$ cat src/rtl/instruction_fetch_unit.sv
// instruction_fetch_unit: IF stage of the 5-stage pipeline.
// Owns the fetch PC, handshakes with a variable-latency instruction memory
// (imemReq/imemReady), presents one instruction+PC per accepted fetch to
// IF/ID, holds it across downstream stalls and discards wrong-path fetches.
// Ports:
//   clock, reset            rising-edge clock, async active-high reset
//   stall                   IF/ID cannot accept this cycle
//   redirect/redirectTarget flush and refetch from the target
//   halt                    stop fetching until reset
//   imemReq/imemAddr        memory request valid / word-aligned address
//   imemReady/imemData      memory completion / instruction
//   instructionOut/pcOut    instruction and its PC towards IF/ID
//   validOut                outputs meaningful (0 = bubble, outputs 0)
//   halted                  unit sits in HALTED
module instruction_fetch_unit #(
  parameter logic [31:0] RESET_PC = 32'h0000_0000,
  parameter logic [31:0] PC_STEP  = 32'd4
) (
  input  logic        clock,
  input  logic        reset,
  input  logic        stall,
  input  logic        redirect,
  input  logic [31:0] redirectTarget,
  input  logic        halt,
  output logic        imemReq,
  output logic [31:0] imemAddr,
  input  logic        imemReady,
  input  logic [31:0] imemData,
  output logic [31:0] instructionOut,
  output logic [31:0] pcOut,
  output logic        validOut,
  output logic        halted
);

  typedef enum logic [1:0] {
    S_FETCH  = 2'd0,
    S_HOLD   = 2'd1,
    S_DRAIN  = 2'd2,
    S_HALTED = 2'd3
  } state_e;

  state_e      state_q, state_d;
  logic [31:0] fetch_pc_q, fetch_pc_d;
  logic [31:0] drain_pc_q, drain_pc_d;
  logic [31:0] buf_pc_q, buf_pc_d;
  logic [31:0] buf_instr_q, buf_instr_d;
  // Set when a halt arrives while a request is still in flight; the
  // drain then ends in HALTED instead of FETCH.
  logic        halt_pend_q, halt_pend_d;

  logic [31:0] redirect_pc;
  assign redirect_pc = {redirectTarget[31:2], 2'b00};

  // State register
  always_ff @(posedge clock or posedge reset) begin
    if (reset) begin
      state_q     <= S_FETCH;
      fetch_pc_q  <= RESET_PC;
      drain_pc_q  <= 32'h0;
      buf_pc_q    <= 32'h0;
      buf_instr_q <= 32'h0;
      halt_pend_q <= 1'b0;
    end else begin
      state_q     <= state_d;
      fetch_pc_q  <= fetch_pc_d;
      drain_pc_q  <= drain_pc_d;
      buf_pc_q    <= buf_pc_d;
      buf_instr_q <= buf_instr_d;
      halt_pend_q <= halt_pend_d;
    end
  end

  // Next-state logic; priority is halt > redirect > stall.
  always_comb begin
    state_d     = state_q;
    fetch_pc_d  = fetch_pc_q;
    drain_pc_d  = drain_pc_q;
    buf_pc_d    = buf_pc_q;
    buf_instr_d = buf_instr_q;
    halt_pend_d = halt_pend_q;
    case (state_q)
      S_FETCH: begin
        if (halt) begin
          if (imemReady) begin
            state_d = S_HALTED;
          end else begin
            drain_pc_d  = fetch_pc_q;
            halt_pend_d = 1'b1;
            state_d     = S_DRAIN;
          end
        end else if (redirect) begin
          fetch_pc_d = redirect_pc;
          // Request still in flight: keep its address on the bus until
          // the memory completes it, then drop the data.
          if (!imemReady) begin
            drain_pc_d = fetch_pc_q;
            state_d    = S_DRAIN;
          end
        end else if (imemReady) begin
          if (stall) begin
            buf_pc_d    = fetch_pc_q;
            buf_instr_d = imemData;
            state_d     = S_HOLD;
          end else begin
            fetch_pc_d = fetch_pc_q + PC_STEP;
          end
        end
      end
      S_HOLD: begin
        if (halt) begin
          state_d = S_HALTED;
        end else if (redirect) begin
          fetch_pc_d = redirect_pc;
          state_d    = S_FETCH;
        end else if (!stall) begin
          fetch_pc_d = buf_pc_q + PC_STEP;
          state_d    = S_FETCH;
        end
      end
      S_DRAIN: begin
        if (redirect) fetch_pc_d = redirect_pc;
        if (halt) halt_pend_d = 1'b1;
        if (imemReady) begin
          state_d     = (halt || halt_pend_q) ? S_HALTED : S_FETCH;
          halt_pend_d = 1'b0;
        end
      end
      default: ;
    endcase
  end

  // Output logic; everything is forced quiet while reset is high.
  always_comb begin
    imemReq        = 1'b0;
    imemAddr       = 32'h0;
    instructionOut = 32'h0;
    pcOut          = 32'h0;
    validOut       = 1'b0;
    halted         = 1'b0;
    if (!reset) begin
      case (state_q)
        S_FETCH: begin
          imemReq  = 1'b1;
          imemAddr = {fetch_pc_q[31:2], 2'b00};
          if (imemReady && !halt && !redirect) begin
            validOut       = 1'b1;
            instructionOut = imemData;
            pcOut          = fetch_pc_q;
          end
        end
        S_HOLD: begin
          if (!halt && !redirect) begin
            validOut       = 1'b1;
            instructionOut = buf_instr_q;
            pcOut          = buf_pc_q;
          end
        end
        S_DRAIN: begin
          imemReq  = 1'b1;
          imemAddr = {drain_pc_q[31:2], 2'b00};
        end
        S_HALTED: halted = 1'b1;
        default: ;
      endcase
    end
  end

endmodule
$ cat config.mk
export PLATFORM = sky130hd
export DESIGN_NAME = instruction_fetch_unit
export DESIGN_NICKNAME = d
export VERILOG_FILES = /design/src/rtl/instruction_fetch_unit.sv
export SDC_FILE = /design/constraint.sdc
export NUM_CORES = 1
export LEC_CHECK = 0
export CORE_ASPECT_RATIO = 0.6
export CORE_MARGIN = 2
export CORE_UTILIZATION = 50
export DETAILED_ROUTE_END_ITERATION = 8
export HOLD_SLACK_MARGIN = 0.08
export PLACE_DENSITY = 0.78
export RECOVER_POWER = 100
export SYNTH_ARGS = -nofsm -noshare
export SYNTH_HDL_FRONTEND = slang
export SYNTH_SLANG_ARGS = --single-unit
$ cat constraint.sdc
create_clock -name clock -period 14.43 [get_ports clock]
set_input_delay 2.1645 -clock clock [delete_from_list [all_inputs] [get_ports clock]]
set_output_delay 2.1645 -clock clock [all_outputs]
set_load 0.02 [all_outputs]
==> results of run 1 <==
## cells in the mapped netlist, types with 3 or more instances
library cell	instances	area share [%]
o21ai_0	40	2.4
dfrtp_1	129	39
and3_1	10	0.76
o31ai_1	4	0.37
nor2_1	146	6.7
o21a_1	5	0.46
inv_1	19	0.87
o22ai_1	7	0.53
buf_4	9	0.82
nand2b_1	5	0.38
xor2_1	12	1.3
buf_2	12	0.73
clkbuf_1	51	2.3
xnor2_1	22	2.3
a21oi_1	32	1.9
a211o_1	4	0.43
clkbuf_2	3	0.18
ha_1	7	1.1
nand2_1	52	2.4
o211ai_1	13	1.2
nand3_1	22	1.3
a31oi_1	10	0.76
o21ai_1	6	0.37
nor3_1	15	0.91
nor4_1	9	0.69
nor2b_1	3	0.23
and4_1	3	0.32
mux2_2	89	12
nor3_2	5	0.61
a32oi_1	4	0.43
nand4_1	12	0.91
a221oi_1	9	0.96
or3_1	3	0.23
a211oi_1	3	0.27
buf_1	12	0.55
nand4_2	4	0.61
a21o_1	3	0.27
a22oi_1	95	8.7
## cells by family after synthesis
kind of cell,count (synthesis),synth area share (%)
and+or+nand+nor,297,17.25
AOI/OAI and AO/OA,252,21.01
DFF,129,39.28
buffers and inverters,107,5.527
muxes,89,12.20
xor gates and xnor gates,34,3.624
adders and majority gates,7,1.066
other,1,0.04563
## power groups by stage
stage	combinational (mW)	sequential [mW]	clock [mW]
after floorplan	0.703	0.632	0
after global placement	0.862	0.727	0
after detailed placement	0.880	0.737	0
after CTS	0.888	0.734	0.426
after global routing	0.960	0.768	0.444
final	0.885	0.743	0.422
## layout by cell type (no fill, tap or decap), types with 5 or more instances in the layout
master	n
nor2_1	146
dfrtp_1	129
dlygate4sd3_1	97
a22oi_1	95
mux2_2	89
clkdlybuf4s50_1	67
nand2_1	52
o21ai_0	43
a21oi_1	32
nand3_1	22
xnor2_1	22
inv_1	18
clkbuf_16	17
nor3_1	16
o211ai_1	13
xor2_1	12
nand4_1	12
and3_1	10
a31oi_1	10
a221oi_1	9
nor4_1	9
o22ai_1	7
ha_1	7
clkbuf_1	7
buf_4	7
o21a_1	5
nand2b_1	5
## stage by stage
| step | instances | hold WS, ns | setup WS (ns) | utilization (%) |
|---|---|---|---|---|
| final | 1249 | 0.5018 | 4.330 | 64.33 |
| after global routing | 1249 | 0.5175 | 3.768 | 64.33 |
| after CTS | 1249 | 0.5058 | 7.074 | 64.65 |
| after detailed placement | 1217 | 0.4930 | 7.079 | 61.10 |
| after global placement | 1217 | 0.4866 | 7.088 | 61.10 |
| after floorplan | 917 | 0.4678 | 5.514 | - |
## cell type report
class	count	area [µm²]	share of cell area, %
Tap cell	209	261.5	2.514
Timing Repair Buffer	178	1720	16.54
Inverter	20	76.32	0.7337
Multi-Input combinational cell	681	4541	43.65
Clock buffer	20	466.7	4.486
Clock inverter	12	108.9	1.046
Sequential cell	129	3228	31.03
## how the worst max path moves through the flow
stage          slack, ns        to  startpoint  depth (start not counted)
2_1_floorplan       5.51  pcOut[0]       reset                          4
4_1_cts             7.07  pcOut[0]       reset                          7
3_5_place_dp        7.08  pcOut[1]       reset                          7
6_report            4.33  pcOut[8]    redirect                          7
3_3_place_gp        7.09  pcOut[0]       reset                          7
5_1_grt             3.77  pcOut[0]       reset                          7
## routing by layer
layer  wire, µm  up-vias
met5          0        -
met4        295        0
met3       2799       37
met2      10510      465
met1      11440     3823
li1           -     3578
## sequential cells by signal, summed over array words and instances (netlist names)
signal,flops
drain_pc_q,30
buf_pc_q,32
buf_instr_q,32
state_q,2
fetch_pc_q,32
halt_pend_q,1
==> summary.md, run 1 <==
| Metric | Value |
|---|---|
| Startpoint Class | primary input |
| Vias in the first global route | 7107 |
| Main flop type after synthesis | dfrtp_1 |
| P&R area growth vs syn | 26.58% |
| Worst Setup End Kind | primary output |
| Worst hold path class | flip-flop to flip-flop |
| Seq pwr share | 36.3% |
| Worst Skew | 0.01291 ns |
| Min Clock Period, post-route | 10.10 ns |
| R2R depth | 7 |
| Post-route cell area | 0.01040 mm² |
| Die area | 0.01751 mm² |
| Via density | 6.327 |
| Post-synth EDFFs | 0 |
| Violated checks | capacitance limit, slew limit |
| Leak | 4.337 nW |
| Global route total overflow | 0 |
| # diodes | 0 |
| Post-CTS sizing | 0 |
| Worst skew pair latency | 0.42 ns |
| Placed inst area | 0.009879 mm² |
| Switch share | 43.68% |
| Maxcap violations | 7 |
| Crit-path cells | dlygate4sd3_1 -> clkbuf_1 -> nor3_1 -> clkbuf_1 -> a22oi_1 -> nor2_1 -> dlygate4sd3_1 |
| I/O pins | 169 |
| Hold path start | buf_instr_q[24]$_DFFE_PP0P_ |
| Fin. Hold Viols | 0 |
| Netlist cell types | 58 |
| Reg2reg setup slack | 9.81 ns |
| Total number of vias | 7903 |
| Residual DRC | 0 |
| Pint | 1.154 mW |
| RSZ-0062 raised after global routing | false |
| Maximum vdd drop | 0.1045 mV |
| Num CTS Buffers | 17 |
| Starting density of the core | 50.82% |
| Slew at the pin closest to its max-slew limit | 4.142 ns |
| Nets@finish | 1104 |
| Worst Path Arrival | 7.94 ns |
| Worst-path clk slew | 0.05 ns |
| Synth Area per Inst | 8.971 µm² |
| GRT Max-Usage Layer | met1 |
| Post-CTS setup buffers | 0 |
| Top Family by Delay on Critical Path | buffers and inverters |
| DR iter-0 viols | 1003 |
| Fin crit share | 69.99% |
| CTS Buffer Depth | 2 |
| Crit path max-delay cell type | clkbuf_1 |
| Synthesized cell area | 0.008218 mm² |
| Synth Instances | 916 |
| Combinational power share | 43.2% |
| Crit path buffers/inverters | 4 |
| DR pass1 iterations | 6 |
| Core Area | 0.01617 mm² |
| Flops & latches, synth | 129 |
| Antenna viol nets, final | 0 |
| IO buf count | 164 |
| NetSw | 0.8952 mW |
| Grt met2 use | 40.72% |
| Final WL | 25040 µm |
| Clock Sinks | 129 |
| FP Rows | 36 |
| Hold path endpoint | buf_instr_q[24]$_DFFE_PP0P_ |
| Status | finished, violations left |
| Power per Cell Area | 197.0 mW/mm² |
| Layout cells sized above 1 | 13.75% |
| Synth Warn # | 0 |
| Met1 GRT Util | 43.37% |
| Peak Freq | 99.01 MHz |
| Critical setup path kind | primary input to primary output |
| CTS tree | done |
| DP HPWL | 16530 µm |
| Hold path cells | 1 |
| Worst slew margin | -176.1% |
| FFs w/ async S/R, synth | 100.0% |
| Fillers | 1342 |
| Clk pwr share | 20.6% |
| Final GP Congestion | 0.8944 |
| Gr usage total | 28.81% |
| Biggest cell delay along the critical path | 1.98 ns |
| Antenna violations before repair | 0 |
| Max FO, Critical Path | 58 |
| Reg2reg start | state_q[1]$_DFFE_PP0P_ |
| Setup TNS | 0 ns |
| Root Buffer | clkbuf_16 |
| Max-slew violation count | 339 |
| CTS Hold Bufs | 0 |
| Largest net degree at the start of global routing | 77 |
| Seq/Total Area, Yosys | 39.28% |
| DR WL/cell | 20.05 µm |
| WP data required | 12.27 ns |
| Die height | 103.3 µm |
| GR met3 Demand/Resource | 7.078% |
| CTS H-tree lvls | 4 |
| Pwr Total | 2.050 mW |
| Final setup fails | 0 |
| FF-to-FF End | buf_pc_q[10]$_DFFE_PP0P_ |
| First-pass GRT wire length | 39150 µm |
| Die width | 169.5 µm |
(Power assumes the default switching activity.)
==> inputs of run 2 (changes only) <==
clock period = 10.2 ns   (was 14.43 ns; I/O delays follow)
==> run 2 against run 1 <==
Compared with the run above: the run still ends with capacitance limit, slew limit left; sequential share of layout area is 0.30 points lower; non-clock buffer count stayed put; combinational power is 42% higher; via count is 0.16% higher; critical path type unchanged; largest cell class unchanged.
==> summary.md, run 2 (synthesis gave the netlist of run 1 again) <==
| Metric | Value |
|---|---|
| Placed instance count | 1217 (unchanged) |
| Post-CTS setup buffers | 0 (unchanged) |
| Max-slew violation count | 272 (was 339) |
| Worst Path Arrival | 6.21 ns (was 7.94 ns) |
| Die area | 0.01751 mm² (unchanged) |
| Layout cells sized above 1 | 13.37% (was 13.75%) |
| Antenna violations before repair | 0 (unchanged) |
| Final setup fails | 0 (unchanged) |
| NetSw | 1.275 mW (was 0.8952 mW) |
| Worst Skew | 0.01166 ns (was 0.01291 ns) |
| I/O pins | 169 (unchanged) |
| Num CTS Buffers | 17 (unchanged) |
| Final GP Congestion | 0.8877 (was 0.8944) |
| Most frequent cells in the layout | nor2_1 (146), dfrtp_1 (129), a22oi_1 (95), dlygate4sd3_1 (95), mux2_2 (88) (was nor2_1 (146), dfrtp_1 (129), dlygate4sd3_1 (97), a22oi_1 (95), mux2_2 (89)) |
| Gr usage total | 29.82% (was 28.81%) |
| Placed inst area | 0.009879 mm² (unchanged) |
| Global route total overflow | 0 (unchanged) |
| WP data required | 8.67 ns (was 12.27 ns) |
| Worst-path clk slew | 0.06 ns (was 0.05 ns) |
| Largest registers | buf_instr_q: 32 flops, buf_pc_q: 32 flops, fetch_pc_q: 32 flops (unchanged) |
| Startpoint Class | primary input (unchanged) |
| Root Buffer | clkbuf_16 (unchanged) |
| Register area | 0.003228 mm² (unchanged) |
| Post-CTS sizing | 0 (unchanged) |
| First-pass GRT wire length | 40410 µm (was 39150 µm) |
| Fin. Hold Viols | 0 (unchanged) |
| # diodes | 0 (unchanged) |
| Violated checks | capacitance limit, slew limit (unchanged) |
| Fin crit share | 75.85% |
| Core Area | 0.01617 mm² (unchanged) |
| Final Util | 64.95% (was 64.33%) |
| Antenna viol nets, final | 0 (unchanged) |
| Worst Setup End Kind | primary output (unchanged) |
| Starting density of the core | 50.82% (unchanged) |
| DR iter-0 viols | 937 (was 1003) |
| Nets@finish | 1104 (unchanged) |
| CTS tree | done (unchanged) |
| Switch share | 42.25% (was 43.68%) |
| DR WL/cell | 20.67 µm (was 20.05 µm) |
| Seq pwr share | 34.9% (was 36.3%) |
| Slew at the pin closest to its max-slew limit | 3.318 ns (was 4.142 ns) |
| DR pass1 iterations | 8 (was 6) |
| Commonest non-fill, non-tap cell in the layout | nor2_1 (unchanged) |
| Worst slew margin | -121.2% (was -176.1%) |
| Clk pwr share | 23.5% (was 20.6%) |
| Maxcap violations | 7 (unchanged) |
| Die height | 103.3 µm (unchanged) |
| Residual DRC | 0 (unchanged) |
| P&R area growth vs syn | 27.80% (was 26.58%) |
| Status | finished, violations left (unchanged) |
| DP HPWL | 17010 µm (was 16530 µm) |
| Maximum vdd drop | 0.1471 mV (was 0.1045 mV) |
| Leak | 4.368 nW (was 4.337 nW) |
| Fillers | 1270 (was 1342) |
| Peak Freq | 129.3 MHz |
| Die width | 169.5 µm (unchanged) |
| Setup TNS | 0 ns (unchanged) |
| Clock Sinks | 129 (unchanged) |
| RSZ-0062 raised after global routing | false (unchanged) |
| Final WL | 25820 µm (was 25040 µm) |
| Pint | 1.743 mW (was 1.154 mW) |
| Critical setup path kind | primary input to primary output (unchanged) |
| Worst hold path class | flip-flop to flip-flop (unchanged) |
| Worst skew pair latency | 0.43 ns (was 0.42 ns) |
| Combinational power share | 41.6% (was 43.2%) |
| Vias in the first global route | 7394 (was 7107) |
| Post-route cell area | 0.01050 mm² (was 0.01040 mm²) |
| CTS Hold Bufs | 0 (unchanged) |
| Final std cells w/o fill | 1249 (unchanged) |
| Largest net degree at the start of global routing | 61 (was 77) |
| Via density | 6.338 (was 6.327) |
| Max FO, Critical Path | 44 (was 58) |
| CTS H-tree lvls | 4 (unchanged) |
| Min Clock Period, post-route | 7.737 ns |
| Power per Cell Area | 287.4 mW/mm² (was 197.0 mW/mm²) |
| Multi-input gate area | 0.004539 mm² (was 0.004541 mm²) |
| IO buf count | 164 (unchanged) |
| Total number of vias | 7916 (was 7903) |
| CTS Buffer Depth | 2 (unchanged) |
| FP Rows | 36 (unchanged) |
## run 2: changes by cell type in the layout (fill, tap and decap cells not counted), moves of 2 or more
cell	previous run	this run
bufinv_16	1	6
clkinv_2	4	0
clkdlybuf4s50_1	67	69
clkbuf_8	3	1
clkbuf_1	7	9
dlygate4sd3_1	97	95
## run 2: final timing paths
path | start | to | slack, ns | depth (start not counted)
setup / recovery | redirect | pcOut[19] | 2.46 | 8
hold / removal | buf_instr_q[18]$_DFFE_PP0P_ | buf_instr_q[18]$_DFFE_PP0P_ | 0.50 | 1
setup reg to reg | state_q[0]$_DFFE_PP0P_ | fetch_pc_q[25]$_DFFE_PP0P_ | 5.15 | 9
hold reg to reg | buf_instr_q[18]$_DFFE_PP0P_ | buf_instr_q[18]$_DFFE_PP0P_ | 0.50 | 1
max in group asynchronous | reset | drain_pc_q[5]$_DFFE_PP0P_ | 4.26 | 5
min in group asynchronous | reset | buf_instr_q[10]$_DFFE_PP0P_ | 2.17 | 3
## run 2: critical path: stages
cell and delay, ns:
dlygate4sd3_1 0.53, clkbuf_1 0.75, nor2_1 0.49, and2_0 1.32, buf_4 0.54, a22oi_1 0.11, nor2_1 0.16, dlygate4sd3_1 0.72
## run 2: final cells by class
type                    count  share of cell area [%]
multi-input cells         681                   43.22
well taps                 209                   2.490
clock inverters            12                   2.192
inverters                  20                  0.7267
clock buffers              20                   4.253
repair buffers            178                   16.38
flip-flops and latches    129                   30.74
## run 2: power by group through the flow
stage / Sequential (mW) / Combinational (mW) / Clock (mW)
after floorplan: 0.894 / 0.995 / 0
after global placement: 1.03 / 1.22 / 0
after detailed placement: 1.05 / 1.25 / 0
after CTS: 1.04 / 1.26 / 0.709
after global routing: 1.09 / 1.37 / 0.735
final: 1.05 / 1.26 / 0.709
## run 2: per-stage QoR
step | hold slack [ns] | setup WS (ns) | power (mW)
after floorplan | 0.4678 | 2.553 | 1.889
after CTS | 0.5042 | 4.143 | 3.013
final | 0.5039 | 2.463 | 3.019
after global placement | 0.4865 | 4.149 | 2.244
after global routing | 0.5167 | 2.151 | 3.192
after detailed placement | 0.4930 | 4.143 | 2.292
## run 2: per-layer routing
layer	vias to the layer above	share of wire, %	track usage [%]
met4	0	1.8	9.007
met1	3830	46	43.28
met3	48	11	8.143
met5	-	0	0
met2	459	42	43.70
li1	3579	-	-
==> RTL change: new RTL, settings of run 2 <==
Reset style: synchronous (`reset`), changed in one clocked block. Comments in the files are not updated.
--- a/src/rtl/instruction_fetch_unit.sv
+++ b/src/rtl/instruction_fetch_unit.sv
@@ -52,7 +52,7 @@
   assign redirect_pc = {redirectTarget[31:2], 2'b00};
 
   // State register
-  always_ff @(posedge clock or posedge reset) begin
+  always_ff @(posedge clock) begin
     if (reset) begin
       state_q     <= S_FETCH;
       fetch_pc_q  <= RESET_PC;
Check against the original RTL: same outputs for any inputs over 4 cycles, from zero or initial values and one cycle with reset high; that may be too few to reach the edited logic, so the function may still have changed.
==> RTL change against run 2 <==
The run still ends with max-capacitance violations, max-slew violations left; routed wire length shrank 1.5%; sequential cell count unchanged; count of clock-buffer cells in the layout decreased by 3; worst setup slack improved by 0.28 ns; worst hold slack lost 0.052 ns; area after synthesis down 4.5%; final area fell by 6.1%; total power down 29%; via count rose by 6.5%; largest power group unchanged.
==> RTL change: results (changes against run 2) <==
| Metric | Value |
|---|---|
| Critical path origin | reset |
| WL met3 | 2780 um (+2.5%) |
| WL final | 25400 um (-1.5%) |
| Post-Route M1 WL | 11700 um (-1.7%) |
| Clock skew | 0.0108 ns (-0.000820 ns) |
| Max-slew violation count | 344 (+26%) |
| Met1 usage | 0.421 (-0.0119) |
| Synth area leaders | dfxtp_1 (33%), nand2_1 (11%), a22oi_1 (9.1%) |
| Hold path start | drain_pc_q[23] |
| Post-synthesis mux area share | 0.00271 (-0.119) |
| Seq/Total Area, Yosys | 0.329 (-0.0638) |
| Status | finished, violations left |
| Share of layout cells above drive strength 1 | 0.0447 (-0.0890) |
| Yosys cell types | 59 (+1.7%) |
| Vias in the first global route | 7863 (+6.3%) |
| Non-Filler Instances | 1412 (+13%) |
| Crit path to | imemAddr[9] |
| First-pass GRT wire length | 40500 um (+0.14%) |
| Drt pass-1 iters | 6 (-2) |
| Max_cap viols | 7 (unchanged) |
| CP peak stage delay | 2.30 ns (+0.98 ns) |
| Post-Synth XOR/XNOR Area | 0.0536 (+0.0173) |
| Synthesized area per cell | 7.04 um^2 (-22%) |
| Pin count of the biggest net entering global routing | 73 (+20%) |
| Reg2reg start | state_q[1] |
| Pleak | 3.48 nW (-20%) |
| Area after DPL | 9350 um^2 (-5.4%) |
| Main synth FF type | dfxtp_1 |
| Synth Area in Adders | 0.0112 (+0.000499) |
| Worst Hold Depth | 2 (+1) |
| Final nets | 1273 (+15%) |
| 1st-iter DRT viols | 1014 (+8.2%) |
| Critical Path AT | 5.93 ns (-0.28 ns) |
| Placer Congestion | 0.958 (+7.9%) |
| Relative slew slack | -1.10 (+0.112) |
| Worst Hold Endpoint | drain_pc_q[23] |
| Reg-to-reg setup timing slack | 5.11 ns (-0.04 ns) |
| Total track usage | 0.298 (-0.000313) |
| Min Tclk post-route | 7.46 ns (-0.277 ns) |
| Met3 Usage GRT | 0.0817 (+0.000234) |
| Fillers | 1355 (+6.7%) |
| Synth Area in Compound Gates | 0.267 (+0.0570) |
| Reg clk slew, reported paths | 0.06 ns (about the same) |
| CP max-delay cell | clkbuf_1 |
| Met2 usage | 0.442 (+0.00470) |
| R2R cell count | 8 (-1) |
| Metal2 WL | 10500 um (-2.4%) |
| Post-synth ARST share | 0 (-1.00) |
| Via count | 8433 (+6.5%) |
| Violated checks | max-capacitance violations, max-slew violations |
| Dpl ws | 4.11 ns (-0.0360 ns) |
| RR Endpoint | buf_pc_q[17] |
| Worst-path fanout max | 72 (+64%) |
| Post-Layout Inst Area | 9870 um^2 (-6.1%) |
| Post-CTS Setup Repair Bufs | 0 (unchanged) |
## RTL change: changes by cell type after synthesis, sizes merged, moves of 8 or more
cell,delta
a211oi,+18
a21oi,+85
a221oi,+9
clkbuf,+30
dfrtp,-129
dfxtp,+129
inv,-8
mux2,-88
nand2,+170
o211ai,-10
o21a,+8
o21ai,-17
xnor2,+10
## RTL change: area by class of cell
| type | count | area share |
|---|---|---|
| Sequential cell | 129 | 0.262 |
| Inverter | 11 | 0.00419 |
| Multi-Input combinational cell | 855 | 0.475 |
| Clock inverter | 15 | 0.0137 |
| Tap cell | 203 | 0.0257 |
| Timing Repair Buffer | 182 | 0.176 |
| Clock buffer | 17 | 0.0431 |
## RTL change: power breakdown
part / leakage [nW] / switching (mW) / internal, mW / total (mW)
clock network: 0.274 / 0.247 / 0.337 / 0.584
logic: 2.16 / 0.518 / 0.309 / 0.827
registers: 1.05 / 0.161 / 0.585 / 0.747
